**src/rtl/snn_pkg.sv**
```systemverilog
// Types and helpers shared by the spiking-network blocks: decoder FSM states
// and the saturating counter increment used by the neuron counters.
package snn_pkg;

  typedef enum logic [1:0] {
    IDLE  = 2'd0,
    COUNT = 2'd1,
    SCAN  = 2'd2,
    DONE  = 2'd3
  } dec_state_t;

  // Increment `count` unless it already holds the all-ones value of a `width`-bit counter.
  function automatic logic [31:0] sat_inc(input logic [31:0] count, input int unsigned width);
    logic [31:0] max_val;
    max_val = (width >= 32) ? '1 : ((32'd1 << width) - 32'd1);
    return (count >= max_val) ? count : count + 32'd1;
  endfunction

endpackage

```
**src/rtl/spike_counter_bank.sv**
```systemverilog
// NUM_NEURONS saturating spike counters with synchronous clear and a single
// read port selected by index, used by the decoder's sequential argmax scan.
module spike_counter_bank
  import snn_pkg::*;
#(
  parameter int NUM_NEURONS = 4,
  parameter int COUNT_WIDTH = 16,
  parameter int IDX_WIDTH   = $clog2(NUM_NEURONS)
) (
  input  logic                   clk,
  input  logic                   rst,
  input  logic                   clear,
  input  logic                   enable,
  input  logic [NUM_NEURONS-1:0] spike_in,
  input  logic [IDX_WIDTH-1:0]   rd_idx,
  output logic [COUNT_WIDTH-1:0] rd_count
);

  logic [COUNT_WIDTH-1:0] cnt_q [NUM_NEURONS];
  logic [COUNT_WIDTH-1:0] cnt_d [NUM_NEURONS];

  // NOTE: every signal written in always_comb gets a default first, so no path leaves it unassigned (no latch).
  always_comb begin
    for (int i = 0; i < NUM_NEURONS; i++) begin
      cnt_d[i] = cnt_q[i];
      if (clear) begin
        cnt_d[i] = '0;
      end else if (enable && spike_in[i]) begin
        cnt_d[i] = COUNT_WIDTH'(sat_inc(32'(cnt_q[i]), COUNT_WIDTH));
      end
    end
  end

  // NOTE: the counters are a handful of flops, not a RAM, so they are reset like any other state.
  always_ff @(posedge clk) begin
    if (rst) begin
      for (int i = 0; i < NUM_NEURONS; i++) cnt_q[i] <= '0;
    end else begin
      cnt_q <= cnt_d;
    end
  end

  // Compare-based mux stays in range even when NUM_NEURONS is not a power of two.
  always_comb begin
    rd_count = '0;
    for (int i = 0; i < NUM_NEURONS; i++) begin
      if (rd_idx == IDX_WIDTH'(i)) rd_count = cnt_q[i];
    end
  end

endmodule

```
**src/rtl/spike_count_decoder.sv**
```systemverilog
// Rate-coded output stage: counts spikes per neuron over a window, scans the
// counts for the argmax (ties go to the lower index) and offers it on valid/ready.
module spike_count_decoder
  import snn_pkg::*;
#(
  parameter int NUM_NEURONS = 4,
  parameter int WINDOW      = 100,
  parameter int COUNT_WIDTH = 16,
  parameter int IDX_WIDTH   = $clog2(NUM_NEURONS)
) (
  input  logic                   clk,
  input  logic                   rst,
  input  logic                   start,
  input  logic [NUM_NEURONS-1:0] spike_in,
  output logic                   busy,
  output logic                   result_valid,
  input  logic                   result_ready,
  output logic [IDX_WIDTH-1:0]   class_out,
  output logic [COUNT_WIDTH-1:0] max_count,
  output logic                   no_spike
);

  localparam int                 WIN_W     = $clog2(WINDOW + 1);
  localparam logic [WIN_W-1:0]   WIN_LAST  = WIN_W'(WINDOW - 1);
  localparam logic [IDX_WIDTH-1:0] IDX_LAST = IDX_WIDTH'(NUM_NEURONS - 1);

  dec_state_t             state_q, state_d;
  logic [WIN_W-1:0]       win_q, win_d;
  logic [IDX_WIDTH-1:0]   scan_idx_q, scan_idx_d;
  logic [IDX_WIDTH-1:0]   best_idx_q, best_idx_d;
  logic [COUNT_WIDTH-1:0] best_cnt_q, best_cnt_d;
  logic [IDX_WIDTH-1:0]   class_q, class_d;
  logic [COUNT_WIDTH-1:0] max_q, max_d;
  logic                   no_spike_q, no_spike_d;

  logic                   cnt_clear;
  logic                   cnt_en;
  logic [COUNT_WIDTH-1:0] rd_count;

  spike_counter_bank #(
    .NUM_NEURONS (NUM_NEURONS),
    .COUNT_WIDTH (COUNT_WIDTH),
    .IDX_WIDTH   (IDX_WIDTH)
  ) u_bank (
    .clk      (clk),
    .rst      (rst),
    .clear    (cnt_clear),
    .enable   (cnt_en),
    .spike_in (spike_in),
    .rd_idx   (scan_idx_q),
    .rd_count (rd_count)
  );

  always_comb begin
    state_d    = state_q;
    win_d      = win_q;
    scan_idx_d = scan_idx_q;
    best_idx_d = best_idx_q;
    best_cnt_d = best_cnt_q;
    class_d    = class_q;
    max_d      = max_q;
    no_spike_d = no_spike_q;
    cnt_clear  = 1'b0;
    cnt_en     = 1'b0;

    case (state_q)
      IDLE: begin
        if (start) begin
          cnt_clear = 1'b1;
          win_d     = '0;
          state_d   = COUNT;
        end
      end

      COUNT: begin
        cnt_en = 1'b1;
        win_d  = win_q + 1'b1;
        if (win_q == WIN_LAST) begin
          scan_idx_d = '0;
          state_d    = SCAN;
        end
      end

      SCAN: begin
        // Step 0 seeds the running best; later steps replace it only on a strictly larger count.
        if (scan_idx_q == '0) begin
          best_idx_d = '0;
          best_cnt_d = rd_count;
        end else if (rd_count > best_cnt_q) begin
          best_idx_d = scan_idx_q;
          best_cnt_d = rd_count;
        end

        if (scan_idx_q == IDX_LAST) begin
          class_d    = best_idx_d;
          max_d      = best_cnt_d;
          no_spike_d = (best_cnt_d == '0);
          state_d    = DONE;
        end else begin
          scan_idx_d = scan_idx_q + 1'b1;
        end
      end

      DONE: begin
        if (result_ready) state_d = IDLE;
      end

      default: state_d = IDLE;
    endcase
  end

  // NOTE: sequential state uses non-blocking assignments so every flop samples pre-edge values.
  always_ff @(posedge clk) begin
    if (rst) begin
      state_q    <= IDLE;
      win_q      <= '0;
      scan_idx_q <= '0;
      best_idx_q <= '0;
      best_cnt_q <= '0;
      class_q    <= '0;
      max_q      <= '0;
      no_spike_q <= 1'b0;
    end else begin
      state_q    <= state_d;
      win_q      <= win_d;
      scan_idx_q <= scan_idx_d;
      best_idx_q <= best_idx_d;
      best_cnt_q <= best_cnt_d;
      class_q    <= class_d;
      max_q      <= max_d;
      no_spike_q <= no_spike_d;
    end
  end

  assign busy         = (state_q != IDLE);
  assign result_valid = (state_q == DONE);
  assign class_out    = class_q;
  assign max_count    = max_q;
  assign no_spike     = no_spike_q;

endmodule

```
**config.mk**
```make
export PLATFORM = sky130hd
export DESIGN_NAME = spike_count_decoder
export DESIGN_NICKNAME = d
export VERILOG_FILES = /design/src/rtl/snn_pkg.sv /design/src/rtl/spike_counter_bank.sv /design/src/rtl/spike_count_decoder.sv
export SDC_FILE = /design/constraint.sdc
export NUM_CORES = 1
export LEC_CHECK = 0
export ABC_AREA = 1
export CORE_ASPECT_RATIO = 1.75
export CORE_UTILIZATION = 25
export CTS_CLUSTER_DIAMETER = 120
export DETAILED_ROUTE_END_ITERATION = 10
export DONT_BUFFER_PORTS = 1
export PLACE_DENSITY = 0.45
export SETUP_SLACK_MARGIN = 0.02
export SYNTH_ARGS = -nofsm -noshare
export SYNTH_HDL_FRONTEND = slang
export SYNTH_SLANG_ARGS = --single-unit
```
**constraint.sdc**
```tcl
create_clock -name clk -period 8.5 [get_ports clk]
set_input_delay 1.7 -clock clk [delete_from_list [all_inputs] [get_ports clk]]
set_output_delay 1.7 -clock clk [all_outputs]
set_load 0.01 [all_outputs]
```
# == After elaboration in Yosys (flattened, before gate mapping) ==
# Index checks and enable logic that the tools add are counted.
# W data, S select, Z words.
# totals
ff_bits,112
input_bits,8
out_inout_bits,21
# op_classes
add_sub_neg,6
n_reduce_logical,19
muxes,22
eq_ne,12
order_cmp,5
bitwise,4
# ops
operator,count
$mux W16,7
$add A16 B1 Y16 const B,4
$ge A16 B16 Y1 const B,4
$gt A16 B16 Y1,1
$logic_not A16 Y1,1
$mux W2,8
$pmux W7 S2,1
$reduce_and A2 Y1,6
$eq A2 B2 Y1 const B,4
$ne A2 B2 Y1 const B,4
$pmux W2 S4,1
$add A7 B1 Y7 const B,1
$eq A7 B7 Y1 const B,1
$mux W7,1
$reduce_bool A2 Y1,3
$eq A2 B1 Y1 const B,2
$logic_and A1 B1 Y1,4
$logic_not A2 Y1,2
$not A1 Y1,4
$pmux W2 S2,1
$reduce_and A4 Y1,1
$mux W1,3
$reduce_and A3 Y1,1
$add A2 B1 Y2 const B,1
other kinds (2),2

# == Depth between registers and ports, before layout ==
# Gate-level depths: netlist of run 1.
# depth
depth_word,10
mapped_depth,29
ltp_nobuf,27

# == Cells and area by module ==
# A second synthesis of run 1 with hierarchy kept.
# unflattened
cells_unflattened,1072
area_unflattened_um2,6775.2
# modules_own_cells
module,area_each_um2,n_inst,cells_per_inst,seq_area_each_um2
spike_counter_bank,4050.1,1,685,1281.2
spike_count_decoder,2725.1,1,387,960.9

# == Worst setup path before layout of run 1 ==
# Ideal clock, no wire load.
# synth_timing
path_kind,in2reg
startpoint,in rst
endpoint,reg u_bank.cnt_q[31] in the netlist's numbering
slack_ns,5.615
setup_time_ns,0.116
stages,7
t_arrival_ns,2.769
cell_sequence,clkbuf_1 -> inv_2 -> nand2_1 -> inv_1 -> clkbuf_1 -> buf_2 -> o211a_1
# synth_between
elab_chain_cells,1
# synth_rtl
element,line_no,text
"start, declared",spike_count_decoder.sv:12,"input logic rst,"
$reduce_or A2 Y1 (no source line),n/a,
"end signal, assigned",spike_counter_bank.sv:39,cnt_q <= cnt_d;
"end, declared",spike_counter_bank.sv:19,logic [COUNT_WIDTH-1:0] cnt_q [NUM_NEURONS];
# No other way between the ends.
# A chain may end at the register's enable or synchronous reset.

# == Worst setup path in the final report of run 1 ==
# layout_timing
startpoint,reg scan_idx_q[0]
endpoint,"reg no_spike_q, in the netlist no_spike"
# layout_between
elab_chain_cells,10
# layout_rtl
element,line_no,text
"start, declared",spike_count_decoder.sv:29,"logic [IDX_WIDTH-1:0] scan_idx_q, scan_idx_d;"
"start signal, assigned",spike_count_decoder.sv:126,scan_idx_q <= scan_idx_d;
$logic_not A2 Y1,"spike_counter_bank.sv:47, spike_count_decoder.sv:86",
$mux W16 (4 in a row),spike_counter_bank.sv:47,if (rd_idx == IDX_WIDTH'(i)) rd_count = cnt_q[i];
$gt A16 B16 Y1,spike_count_decoder.sv:89,end else if (rd_count > best_cnt_q) begin
$mux W16,spike_count_decoder.sv:89,
$mux W16,spike_count_decoder.sv:86,if (scan_idx_q == '0) begin
$mux W16,spike_count_decoder.sv:66,case (state_q)
$logic_not A16 Y1,spike_count_decoder.sv:97,no_spike_d = (best_cnt_d == '0);
"end signal, assigned",spike_count_decoder.sv:131,no_spike_q <= no_spike_d;
"end, declared",spike_count_decoder.sv:34,"logic no_spike_q, no_spike_d;"
# Several ways; a longest one is shown, not always the timed one. The select of a mux whose other input is x is not followed.

==> results of run 1 <==
==> cells in the final DEF, fill, tap and decap left out, types with 2 or more instances in the layout <==
cell type,count
a211oi_1,11
o211ai_1,44
bufinv_16,2
nor3_2,5
o21a_1,6
o21ai_0,45
nor2_1,60
nor3_1,30
a22oi_1,13
nand3_2,2
ha_1,29
buf_4,4
o21ai_2,5
nor3b_1,5
clkbuf_16,9
nor2_2,4
a21oi_1,74
nand4_1,12
dfxtp_1,112
a31oi_1,4
nand3_1,42
and3_1,5
xor2_1,3
inv_1,163
nand2_2,4
nor4_1,6
clkinv_2,3
o21ai_1,10
nand2_1,162
inv_2,4
==> cell type report <==
type,count,area (sq um),area share [%]
multi-input combinational,592,3250,47.3
sequential,112,2240,32.7
inverter,168,631,9.19
tap,312,390,5.69
clock buffer,10,239,3.48
clock inverter,6,82.6,1.20
timing repair buffer,4,30.0,0.438
==> worst min path at each step <==
stage / to / slack [ps]
2_1_floorplan: u_bank.cnt_q[29] / 450
3_3_place_gp: best_cnt_q[9] / 470
3_5_place_dp: best_cnt_q[3] / 460
4_1_cts: best_cnt_q[3] / 490
5_1_grt: best_cnt_q[3] / 510
6_report: best_cnt_q[9] / 490
==> per-layer routing <==
metal | up-vias | routed length, microns | part of all wire, %
met1 | 2680 | 6890 | 37
met4 | 0 | 804 | 4.3
li1 | 2957 | - | -
met3 | 37 | 377 | 2.0
met5 | - | 0 | 0
met2 | 84 | 10800 | 57
==> flip-flops by register name (all words and copies together), names as in the netlist <==
name	count
class_out	2
max_count	16
win_q	7
best_cnt_q	16
no_spike	1
scan_idx_q	2
state_q	2
best_idx_q	2
u_bank.cnt_q	64
==> critical path, stage by stage, from the launching register on <==
cell and delay [ps]:
dfxtp_1 330, inv_1 140, ha_1 640, inv_2 270
nor2_1 150, nor2_1 50, a22oi_1 270, inv_1 80
ha_1 320, a21oi_1 160, nand2_1 70, a21oi_1 120
nand2_1 80, nand2_2 200, nand2_4 210, o21ai_2 220
nand2_1 80, nor2_1 140, nand2_1 120, nor2_1 120
nor2_1 40, nor2_1 70
==> cell usage after synthesis (6+ instances only) <==
cell type / instances
clkbuf_1: 19
o21a_1: 6
buf_2: 7
a211oi_1: 11
nand2_1: 162
nand4_1: 12
a22oi_1: 13
a21oi_1: 74
inv_1: 163
o211ai_1: 44
nor4_1: 6
nor3_1: 30
o21ai_0: 45
nor2_1: 60
ha_1: 29
o21ai_1: 10
nand3_1: 42
dfxtp_1: 112
==> power breakdown <==
group	internal, mW	total, mW	switching (mW)	leakage [nW]
combinational	0.227	0.732	0.505	1.68
clock	0.265	0.479	0.214	0.158
sequential	0.573	0.613	0.0401	0.906
==> cells by family (layout without fill, tap and decap cells) <==
group | count (synthesis) | after routing | synth area share (%)
adder cells (fa/ha/maj) | 29 | 29 | 5.78
AO/OA/AOI/OAI | 216 | 216 | 20.8
XOR/XNOR | 4 | 4 | 0.558
buffers and inverters | 201 | 188 | 12.5
flip-flops | 112 | 112 | 35.7
AND/OR/NAND/NOR | 343 | 343 | 24.6
==> per-stage QoR <==
step / setup WS (ps) / utilization (%) / power (mW)
2_1_floorplan: 5610 / - / 1.21
3_3_place_gp: 4570 / 26.6 / 1.37
3_5_place_dp: 4510 / 26.6 / 1.37
4_1_cts: 4500 / 27.9 / 1.86
5_1_grt: 4060 / 27.9 / 1.99
6_report: 4550 / 27.9 / 1.83
==> out/qor.csv, run 1 <==
metric;value;unit
outcome;completed;
Final min period;3950;ps
Synth top area share;35.7;%
Fmax achieved;253;MHz
type of origin of the critical path;flip-flop;
fraction of layout cells with a size suffix above 1;5.27;%
Pwr per Cell Area;266;mW/mm^2
Core Region;0.0246;sq mm
R2R Path Start;scan_idx_q[0];
M2 GR Usage;31.2;%
Layout Nets;924;
Avg Cell Area, Syn;6.93;sq um
GR Util met1;14.6;%
die span in y;212;microns
initial antenna violation count;0;
GRT Total Usage;15.7;%
Min-Delay Startpoint;best_cnt_q[9];
Area contributors post-synth;dfxtp_1 36%, inv_1 9.7%, nand2_1 9.7%;
Reg2Reg Setup Slack;4550;ps
GPL Wtd Cong;0.846;
hold crit path type;reg -> reg;
CP Capture Point;no_spike;
Num CTS Buffers;9;
antenna cells;0;
CP arrival;4270;ps
Yosys warnings;0;
gr busiest metal;met2;
Worst Setup End Kind;flip-flop;
IO buf count;0;
final hold viol count;0;
vias in the first global route;5903;
Post-DRT Antenna Nets;0;
Synth-to-Final Area Change;9.35;%
die area;0.0258;sq mm
Distinct cells, synth;43;
P_leak;2.75;nW
CTS root buffer;clkbuf_16;
post-synthesis instance area;0.00628;sq mm
global-route track usage on met3;2.26;%
Yosys reg bits;112;
design area;0.00686;sq mm
Setup Buffers After CTS;0;
Reg2Reg Depth;21;
worst setup path start;scan_idx_q[0];
Slew HR;34.3;%
Total Neg Setup Slack;0;ps
Pre-Repair DR Iteration Count;4;
DP Cell Count;1188;
Final Non-Filler Cells;1204;
CTS resizes;0;
worst hold slack;487;ps
crit share post-route;46.4;%
MaxCap Viol Count;0;
Cell Area, Placed;0.00654;sq mm
Critical Path RT;8820;ps
# setup viols final;0;
clk_skew;12.2;ps
hold depth;2;
drt wl/cell;15.6;microns
H-tree levels;3;
Routed WL;18800;microns
Max FO, Critical Path;22;
Crit Path Class;reg -> reg;
worst vdd ir;0.113;mV
Pins Over Slew Limit;0;
pin count of the biggest net entering global routing;40;
via/cell ratio;4.78;
CTS tree;done;
# clock sinks;112;
DR DRC count;0;
Mapped Cells;905;
# fillers;2734;
RSZ-0062 raised after global routing;no;
DR vias;5758;
Post-synth EDFFs;0;
Synth Net Count;942;
register area share after synthesis;35.7;%
floorplan row count;76;
Worst R2R End;no_spike;
Ports;29;
Clock Path Buffers;2;
prevailing post-synth register cell;dfxtp_1;
worst skew pair latency;380;ps
CTS Hold Buffers Added;0;
largest area contributor in the netlist;dfxtp_1;
gr ovfl total;0;
die width;122;microns
Initial DRC Count;313;
clock slew at reported path FFs;70;ps
global-route wire length before repair;30300;microns
worst slew pin tran;980;ps
Initial Utilization;25.5;%
DP HPWL;14900;microns
asr flop ratio synth;0;%
Power figures use the tool's default switching activity.
==> run 2: changes to the inputs <==
Settings changed: PLACE_DENSITY 0.45 to 0.47.
Clock period 8.5 ns to 3.57 ns, I/O delays scaled along.
==> out/qor.csv, run 2 (synthesis gave the netlist of run 1 again) <==
metric;value;unit
NetSw;1.92;mW
Core Region;0.0246;sq mm
commonest non-fill, non-tap cells in the layout;161 x inv_1, 161 x nand2_1, 110 x dfxtp_1;
drt wl/cell;15.3;microns
pin count of the biggest net entering global routing;37;
Min-Delay Startpoint;rst;
via/cell ratio;4.68;
die span in y;212;microns
Max FO, Critical Path;17;
Synth-to-Final Area Change;12.4;%
H-tree levels;3;
Cell Area, Placed;0.00663;sq mm
fraction of layout cells with a size suffix above 1;7.96;%
Initial DRC Count;316;
clk_skew;11.6;ps
Crit Path Class;reg -> reg;
initial antenna violation count;0;
P_int;2.68;mW
Ports;29;
Reg2Reg Setup Slack;300;ps
CTS root buffer;clkbuf_16;
Total Neg Setup Slack;0;ps
Final min period;3270;ps
Initial Utilization;25.5;%
sink of the worst hold path;scan_idx_q[1];
final hold viol count;0;
GRT Total Usage;15.3;%
crit share post-route;91.6;%
Layout Nets;937;
largest reg by FF count;u_bank.cnt_q;
Clock Path Buffers;2;
Reg power frac;31.7;%
RSZ-0062 raised after global routing;no;
Routed WL;18600;microns
# fillers;2712;
P_leak;2.82;nW
DR vias;5700;
Critical Path RT;3880;ps
worst slew pin tran;725;ps
worst vdd ir;0.269;mV
Num CTS Buffers;9;
floorplan row count;76;
overall power;4.60;mW
Reg2Reg Depth;20;
Slew HR;51.7;%
Worst R2R End;no_spike;
Clock power frac;24.2;%
outcome;completed;
Pins Over Slew Limit;0;
GPL Wtd Cong;0.819;
CP arrival;3580;ps
combinational share of power;44.1;%
design area;0.00706;sq mm
DR DRC count;0;
type of origin of the critical path;flip-flop;
IO buf count;0;
die width;122;microns
DP HPWL;14600;microns
R2R Path Start;scan_idx_q[0];
Post-DRT Antenna Nets;0;
switching portion of total power;41.7;%
Pre-Repair DR Iteration Count;4;
gr ovfl total;0;
Largest register FFs;64;
global-route wire length before repair;29700;microns
worst skew pair latency;370;ps
# setup viols final;0;
CTS Hold Buffers Added;0;
vias in the first global route;5727;
Pwr per Cell Area;652;mW/mm^2
MaxCap Viol Count;0;
clock slew at reported path FFs;80;ps
die area;0.0258;sq mm
hold depth;1;
# clock sinks;112;
CTS tree;done;
antenna cells;0;
hold crit path type;in -> reg;
worst hold slack;411;ps
Worst Setup End Kind;flip-flop;
Fmax achieved;306;MHz
## run 2: changes by cell type in the layout (fill, tap and decap cells not counted), sizes merged
cell      before  now
nand2        167  168
clkinvlp       1    0
inv          167  166
buf            4   15
clkbuf        10   13
## run 2: layout make-up
type	count	area (sq um)	area share, %
Timing Repair inverter	1	5.00	0.0709
Inverter	168	638	9.04
Sequential cell	112	2240	31.8
Clock buffer	13	250	3.55
Clock inverter	3	65.1	0.922
Tap cell	312	390	5.53
Timing Repair Buffer	15	133	1.88
Multi-Input combinational cell	593	3330	47.2
## run 2: timing repair
item | in CTS | in global routing
buffers inserted | 0 | 1
gates resized for setup | 0 | 26
setup endpoints to repair | 0 | 9
## run 2: power groups by stage
stage	Clock, mW	Sequential (mW)	Combinational (mW)
after global placement	0	1.49	1.92
after floorplan	0	1.46	1.43
after global routing	1.19	1.48	2.31
after detailed placement	0	1.49	1.91
after CTS	1.15	1.46	1.92
final	1.11	1.46	2.03
## run 2: worst max-delay path by stage
stage,start,endpoint,slack (ps),depth (start not counted)
2_1_floorplan,scan_idx_q[0],no_spike,710,24
3_3_place_gp,scan_idx_q[1],no_spike,70,21
3_5_place_dp,scan_idx_q[1],no_spike,60,21
4_1_cts,scan_idx_q[1],no_spike,30,21
5_1_grt,scan_idx_q[0],no_spike,20,22
6_report,scan_idx_q[0],no_spike,300,20
## run 2: metal layers
| metal | GRT usage (%) | share of wire [%] | vias to the layer above |
|---|---|---|---|
| li1 | - | - | 2983 |
| met1 | 14.7 | 37 | 2633 |
| met2 | 30.9 | 59 | 62 |
| met3 | 1.70 | 1.4 | 22 |
| met4 | 7.32 | 2.8 | 0 |
| met5 | 0 | 0 | - |
## run 2: worst max-delay path, cell delays in order, from the launching register on
cell     delay, ps
dfxtp_2        350
inv_2           90
ha_1           220
buf_4          230
a21oi_1        120
a22oi_1        320
inv_1           80
ha_1           290
nand4_1        110
nor3_2         160
nand3_1        140
nand2_4        150
buf_6          160
nand3_1         80
nand2_2        100
nand2_1         60
nor2_1         120
nand2_1        130
nor2_2         150
nor2_1          50
nor2_1          70
## run 2: per-stage QoR
stage	worst slack [ps]	utilization (%)	cells
detailed placement	57.0	26.9	1198
CTS	26.2	28.2	1214
global route	17.4	28.6	1217
global placement	71.5	26.9	1198
floorplan	711	-	905
finish	301	28.6	1217
==> run 3: changes to the inputs <==
Settings changed: PLACE_DENSITY 0.47 to 0.45.
Clock period 3.57 ns to 4.2 ns, I/O delays scaled along.
==> out/qor.csv, run 3 (synthesis gave the netlist of run 1 again) <==
metric;value;unit
DR vias;5707;
Core Region;0.0246;sq mm
Crit Path Class;reg -> reg;
worst vdd ir;0.243;mV
Final min period;3670;ps
P_leak;2.76;nW
crit share post-route;87.3;%
GPL Wtd Cong;0.855;
hold crit path type;reg -> reg;
CTS tree;done;
# fillers;2697;
Pwr per Cell Area;528;mW/mm^2
DP Cell Count;1193;
die width;122;microns
Max FO, Critical Path;31;
CP arrival;3990;ps
Largest register FFs;64;
initial antenna violation count;0;
Slew HR;48.8;%
Post-DRT Antenna Nets;0;
Synth-to-Final Area Change;9.57;%
commonest non-fill, non-tap cells in the layout;163 x inv_1, 162 x nand2_1, 112 x dfxtp_1;
Total Neg Setup Slack;0;ps
die span in y;212;microns
Pre-Repair DR Iteration Count;5;
clock slew at reported path FFs;80;ps
worst-path cell chain;inv_1 -> ha_1 -> inv_2 -> o21ai_1 -> o21ai_0 -> o21ai_0 -> ha_1 -> nand2_1 -> nor3_2 -> nand2_1 -> nand2_1 -> nand2_2 -> nand2_4 -> nand2_1 -> o21ai_2 -> nand2_1 -> nor2_1 -> nand2_1 -> nor2_1 -> nor2_1 -> nor2_1;
CP Buf/Inv Count;2;
IO buf count;0;
CP max stage cell;dfxtp_1;
worst skew pair latency;380;ps
CP most frequent cell;nand2_1;
type of origin of the critical path;flip-flop;
worst slew pin tran;768;ps
Worst Setup End Kind;flip-flop;
Layout Nets;929;
final hold viol count;0;
Fmax achieved;273;MHz
global-route wire length before repair;29300;microns
RSZ-0062 raised after global routing;no;
Initial DRC Count;242;
Crit path max-delay family;simple AND/OR/NAND/NOR gates;
fraction of layout cells with a size suffix above 1;6.02;%
Clock Path Buffers;2;
die area;0.0258;sq mm
Slowest Stage Delay on Critical Path;370;ps
H-tree levels;3;
clk_skew;14.3;ps
CTS Hold Buffers Added;0;
floorplan row count;76;
GRT Total Usage;15.2;%
pin count of the biggest net entering global routing;41;
CTS root buffer;clkbuf_16;
# setup viols final;0;
commonest non-fill, non-tap cell in the layout;inv_1;
Pins Over Slew Limit;0;
Routed WL;18800;microns
Final Non-Filler Cells;1209;
MaxCap Viol Count;0;
antenna cells;0;
drt wl/cell;15.5;microns
largest reg by FF count;u_bank.cnt_q;
Initial Utilization;25.5;%
gr ovfl total;0;
Critical Path RT;4520;ps
# clock sinks;112;
Ports;29;
vias in the first global route;5669;
outcome;completed;
DR DRC count;0;
via/cell ratio;4.72;
DP HPWL;14900;microns
Num CTS Buffers;9;
## run 3: cell types whose count changed in the layout (fill, tap and decap cells not counted), moves of 3 or more
| cell | delta |
|---|---|
| a22oi_1 | +7 |
| a22oi_2 | -7 |
| buf_4 | -3 |
| clkbuf_1 | -3 |
## run 3: metrics by stage
step	hold WS (ps)	power (mW)	utilization (%)	cell area (sq um)	setup WS, ps
floorplan	446	2.46	-	6280	1340
finish	486	3.63	27.9	6880	534
global route	515	3.95	27.9	6880	107
detailed placement	471	2.80	26.7	6580	376
CTS	492	3.69	27.9	6870	353
global placement	465	2.81	26.7	6580	458
## run 3: layout make-up
cell class / instances / area [sq um] / share of cell area [%]
multi-input combinational: 592 / 3250 / 47.3
sequential: 112 / 2240 / 32.6
inverter: 168 / 631 / 9.17
clock buffer: 11 / 253 / 3.68
timing repair buffer: 9 / 67.6 / 0.983
tap: 312 / 390 / 5.68
clock inverter: 5 / 40.0 / 0.582
## run 3: timing repair
action / in CTS / in global routing
resized for setup: 0 / 2
buffers inserted: 0 / 0
setup endpoints to repair: 0 / 1
## run 3: final timing paths
| check | slack, ps | start | cells after the start | to |
|---|---|---|---|---|
| setup reg to reg | 530 | scan_idx_q[1] | 21 | no_spike |
| hold reg to reg | 490 | u_bank.cnt_q[29] | 2 | u_bank.cnt_q[29] |
| setup / recovery | 530 | scan_idx_q[1] | 21 | no_spike |
| hold / removal | 490 | u_bank.cnt_q[29] | 2 | u_bank.cnt_q[29] |
## run 3: worst register-to-register path: stages, from the launching register on
cell and delay [ps]:
dfxtp_1 370, inv_1 100, ha_1 220, inv_2 340, o21ai_1 130, o21ai_0 200
o21ai_0 200, ha_1 350, nand2_1 90, nor3_2 250, nand2_1 80, nand2_1 70
nand2_2 170, nand2_4 290, nand2_1 130, o21ai_2 100, nand2_1 70, nor2_1 80
nand2_1 110, nor2_1 130, nor2_1 50, nor2_1 70
## run 3: report_power, final
group / internal [mW] / switching, mW / total (mW)
sequential: 1.16 / 0.0784 / 1.24
combinational: 0.474 / 1.05 / 1.53
clock: 0.440 / 0.429 / 0.868
## run 3: layer usage
metal	track usage, %	part of all wire (%)	vias to the layer above
li1	-	-	2957
met1	13.9	37	2653
met2	31.0	57	68
met3	2.32	1.8	29
met4	7.79	4.0	0
met5	0	0	-
